--- src/rtl/single_port_ram_if.sv ---
// Access bus for single_port_ram: shared address, write enable,
// write data and registered read data.
//
// Access protocol: there is no valid/ready handshake. Every rising edge of
// clk is one access. The master holds we/addr/din stable around the edge.
// we=1 writes din to addr. we=0 reads addr. The slave answers on dout a
// fixed number of edges later and never stalls.
interface single_port_ram_if #(
    parameter int DATA_WIDTH = 8,
    parameter int ADDR_WIDTH = 4
);
    logic                  we;
    logic [ADDR_WIDTH-1:0] addr;
    logic [DATA_WIDTH-1:0] din;
    logic [DATA_WIDTH-1:0] dout;

    // Requester side: issues accesses and consumes read data.
    modport master (
        output we,
        output addr,
        output din,
        input  dout
    );

    // Memory side: samples accesses and returns read data.
    modport slave (
        input  we,
        input  addr,
        input  din,
        output dout
    );
endinterface

--- src/rtl/single_port_ram.sv ---
// single_port_ram: synchronous single-port RAM built from flops so that
// reset can clear every word. Reads take one clock and writes are
// write-first: the written data shows up on dout.
//
// Optional macro SPR_OUT_REG_EN adds a second output register, which is
// also cleared by reset. With it, read and write-first latency becomes
// 2 clocks. The ports do not change.
module single_port_ram #(
    parameter int DATA_WIDTH = 8,
    parameter int ADDR_WIDTH = 4
) (
    input logic               clk,
    input logic               rst_n,
    single_port_ram_if.slave  bus
);
    localparam int DEPTH = 1 << ADDR_WIDTH;

    logic [DATA_WIDTH-1:0] mem [DEPTH];
    logic [DATA_WIDTH-1:0] rd_q;

    // Storage array: reset clears every word; a write cycle updates one word only.
    always_ff @(posedge clk or negedge rst_n) begin
        if (!rst_n) begin
            for (int i = 0; i < DEPTH; i++) begin
                mem[i] <= '0;
            end
        end else if (bus.we) begin
            mem[bus.addr] <= bus.din;
        end
    end

    // Read register: loads on every edge; write-first forwards din on write cycles.
    always_ff @(posedge clk or negedge rst_n) begin
        if (!rst_n) begin
            rd_q <= '0;
        end else if (bus.we) begin
            rd_q <= bus.din;
        end else begin
            rd_q <= mem[bus.addr];
        end
    end

`ifdef SPR_OUT_REG_EN
    logic [DATA_WIDTH-1:0] out_q;

    // Output pipeline stage: delays read data by one more clock to ease output timing.
    always_ff @(posedge clk or negedge rst_n) begin
        if (!rst_n) begin
            out_q <= '0;
        end else begin
            out_q <= rd_q;
        end
    end

    assign bus.dout = out_q;
`else
    assign bus.dout = rd_q;
`endif
endmodule

--- src/flat_wrapper.sv ---
// flat-port wrapper written by rule: the top's interface ports become plain ports
module single_port_ram_flat 
#(
    parameter int DATA_WIDTH = 8,
    parameter int ADDR_WIDTH = 4
)
  (clk, rst_n, bus_we, bus_addr, bus_din, bus_dout);
  single_port_ram_if #(.DATA_WIDTH(DATA_WIDTH), .ADDR_WIDTH(ADDR_WIDTH)) bus_i ();
  input logic clk;
  input logic rst_n;
  input wire logic [$bits(bus_i.we)-1:0] bus_we;
  input wire logic [$bits(bus_i.addr)-1:0] bus_addr;
  input wire logic [$bits(bus_i.din)-1:0] bus_din;
  output wire logic [$bits(bus_i.dout)-1:0] bus_dout;
  assign bus_i.we = bus_we;
  assign bus_i.addr = bus_addr;
  assign bus_i.din = bus_din;
  assign bus_dout = bus_i.dout;
  single_port_ram #(.DATA_WIDTH(DATA_WIDTH), .ADDR_WIDTH(ADDR_WIDTH)) u_core (.clk(clk), .rst_n(rst_n), .bus(bus_i));
endmodule
--- config.mk ---
export PLATFORM = sky130hd
export DESIGN_NAME = single_port_ram_flat
export DESIGN_NICKNAME = d
export VERILOG_FILES = /design/src/rtl/single_port_ram_if.sv /design/src/rtl/single_port_ram.sv /design/src/flat_wrapper.sv
export SDC_FILE = /design/constraint.sdc
export NUM_CORES = 1
export LEC_CHECK = 0
export CAP_MARGIN = 15
export CORE_ASPECT_RATIO = 0.5
export CORE_UTILIZATION = 57
export CTS_CLUSTER_SIZE = 16
export DETAILED_ROUTE_END_ITERATION = 6
export PLACE_DENSITY = 0.78
export SLEW_MARGIN = 20
export SYNTH_ARGS = -nofsm -noshare
export SYNTH_HDL_FRONTEND = slang
export SYNTH_SLANG_ARGS = --single-unit
--- constraint.sdc ---
create_clock -name clk -period 3.43 [get_ports clk]
set_input_delay 0.343 -clock clk [delete_from_list [all_inputs] [get_ports clk]]
set_output_delay 0.343 -clock clk [all_outputs]
set_load 0.02 [all_outputs]
==> results.cfg <==
[detailed_routing]
post_drt_wl_per_cell_um = 23.7
wl_um = 13200
drtIter0Drc = 228
drt-pass1-iter-count = 4
vias = 3508
viasPerCell = 6.31
antenna_left = 0
drc = 0

[placement]
dp_hpwl_um = 8340
gp_congestion = 0.858
post-place-ws_ps = 868
io_buffers = 22

[global_route]
gr-usage-met3_pct = 6.71
grt_overflow = 0
track_usage_pct = 26.1
grt_pass1_vias = 3684
use_met2_pct = 37.6
grt_pass1_wl_um = 21600
antenna_found_initial = 0
top_usage_layer = met1
grt_max_degree = 82
grt_util_met1_pct = 38.7

[synth]
synth_top_family_by_area = multiplexers
synth_fa_ha_area_share_pct = 0
synth_cell_type_count = 29
synth-seq-cells = 136
ys_seq_area_share_pct = 54.3
syn_avg_cell_area_um2 = 16.5
yosys-mux-area-fraction_pct = 35.3
synth_compound_area_share_pct = 2.49
synth_fp_nets = 396
yosys.area_share.xor_xnor_pct = 0
synthCells = 381
syn_area_mm2 = 0.00627
yosysWarnings = 0
synth-simple-area-share_pct = 5.61

[critical_path]
r2r_start = u_core.mem[110]$_DFFE_PN0P_
cp-end-kind = flip-flop
cp_max_fo = 11
crit_arrival_ps = 2410
start_kind = primary input
r2r-end = u_core.bus.dout[6]$_DFF_PN0_
ff2ff_path_depth = 4
r2r_slack_ps = 1810
path_class = primary input to flip-flop
cp.required_ps = 3720

[final_layout]
area_delta_synth_final_pct = 13.7
nFillCells = 664
nNetsFinal = 419
fin_util_pct = 68.3
layout-drive-gt1-share_pct = 48.3
diodes = 0
final_cell_mix = 136 x dfrtp_1, 125 x mux2_2, 20 x mux4_2
final_common_cell = dfrtp_1

[sta]
relSlewSlack_pct = 33.5
period_minus_slack_ps = 2120
finalSetupViolCount = 0
drv_slew = 0
tns_ps = 0
hold_ws_ps = -23.9
hold_viol = 27
timing.final.ws_setup_ps = 1310
tightest_slew_ps = 998
fin_crit_sh_pct = 61.9
rsz0062_at_grt = no
fin_skew_ps = 7.22
fmax_mhz = 471

[outcome]
violations = hold timing
outcome = finished with violations

[power_and_ir_drop]
p_per_area_mw_per_mm2 = 658
cellLeakagePower_nw = 3.05
vdd_drop_max_uv = 293

[floorplanning]
core_area_mm2 = 0.0104
ios = 23
die_w_um = 150
start_util_pct = 60.1
fp.dieArea_mm2 = 0.0115
rows = 26
die_h_um = 76.2

[clock_tree]
clockRootBuffer = clkbuf_16
clk_pin_slew_ps = 60
clk_path_buf_depth = 2
cts_tree = yes
cts.repair.resized = 0
cts_sinks = 136
htree_levels = 4
postCtsSetupBuffers = 0
cts-buffers-inserted = 17
ctsHoldBuffers = 0
clk_latency_ps = 410

[run]
drv_cap = 0

[worst_hold_path]
holdCritPathClass = primary input to async pin
-- cell type report --
class                           count  area (um2)  area share (%)
Timing Repair Buffer               27         262            3.67
Multi-Input combinational cell    222        2720            38.2
Clock buffer                       19         443            6.21
Sequential cell                   136        3400            47.7
Clock inverter                     12         129            1.81
Tap cell                          140         175            2.46
-- cell families after synthesis --
family | after synthesis
AOI/OAI and AO/OA | 22
buffers and inverters | 23
DFF | 136
muxes | 162
and+or+nand+nor | 38
-- metal layers --
layer / part of all wire (%) / vias up
met5: 0 / -
met2: 46 / 107
met3: 6.4 / 21
li1: - / 1499
met1: 46 / 1881
met4: 1.6 / 0
-- flip-flops by register name, summed over array words and instances, names as in the netlist --
| signal | count |
|---|---|
| u_core.mem | 128 |
| u_core.bus.dout | 8 |
-- Yosys cell counts (all sizes together) --
cell type | instances | area share [%]
mux2 | 130 | 23
nand4 | 2 | 0.20
nand3b | 2 | 0.64
nand3 | 1 | 0.28
and2 | 1 | 0.10
a21oi | 7 | 0.56
nand2 | 6 | 0.36
clkbuf | 9 | 0.54
nor2 | 10 | 1.8
buf | 14 | 1.8
mux4 | 31 | 12
mux2i | 1 | 0.16
a221oi | 7 | 0.98
dfrtp | 136 | 54
or3 | 1 | 0.10
nand2b | 1 | 0.10
nor3 | 3 | 0.78
nor2b | 9 | 0.90
or2b | 1 | 0.14
nor3b | 1 | 0.20
a22oi | 8 | 0.96
-- through the flow --
stage / std cells / total power [mW] / instance area [um2]
4_1_cts: 556 / 4.71 / 7130
6_report: 556 / 4.69 / 7130
2_1_floorplan: 381 / 2.70 / 6270
5_1_grt: 556 / 4.89 / 7130
3_5_place_dp: 525 / 2.95 / 6560
3_3_place_gp: 525 / 2.88 / 6560
-- worst max path at each step --
stage | start | to | cells past startpoint
4_1_cts | bus_addr[0] | u_core.bus.dout[3]$_DFF_PN0_ | 5
3_3_place_gp | bus_addr[0] | u_core.bus.dout[3]$_DFF_PN0_ | 5
5_1_grt | bus_addr[0] | u_core.bus.dout[3]$_DFF_PN0_ | 5
3_5_place_dp | bus_addr[0] | u_core.bus.dout[3]$_DFF_PN0_ | 5
6_report | bus_addr[2] | u_core.mem[124]$_DFFE_PN0P_ | 4
2_1_floorplan | bus_addr[1] | u_core.bus.dout[6]$_DFF_PN0_ | 6
-- worst max-delay path, stage by stage --
cell and delay (ps):
clkdlybuf4s50_1 700, nor2_2 540, nand2_1 430, mux2_2 400
-- where the power goes --
part           internal [mW]  total, mW  switching (mW)
clock network           1.08       1.76           0.681
registers               1.97       2.16           0.186
logic                  0.475      0.774           0.299
(Power assumes the default switching activity.)
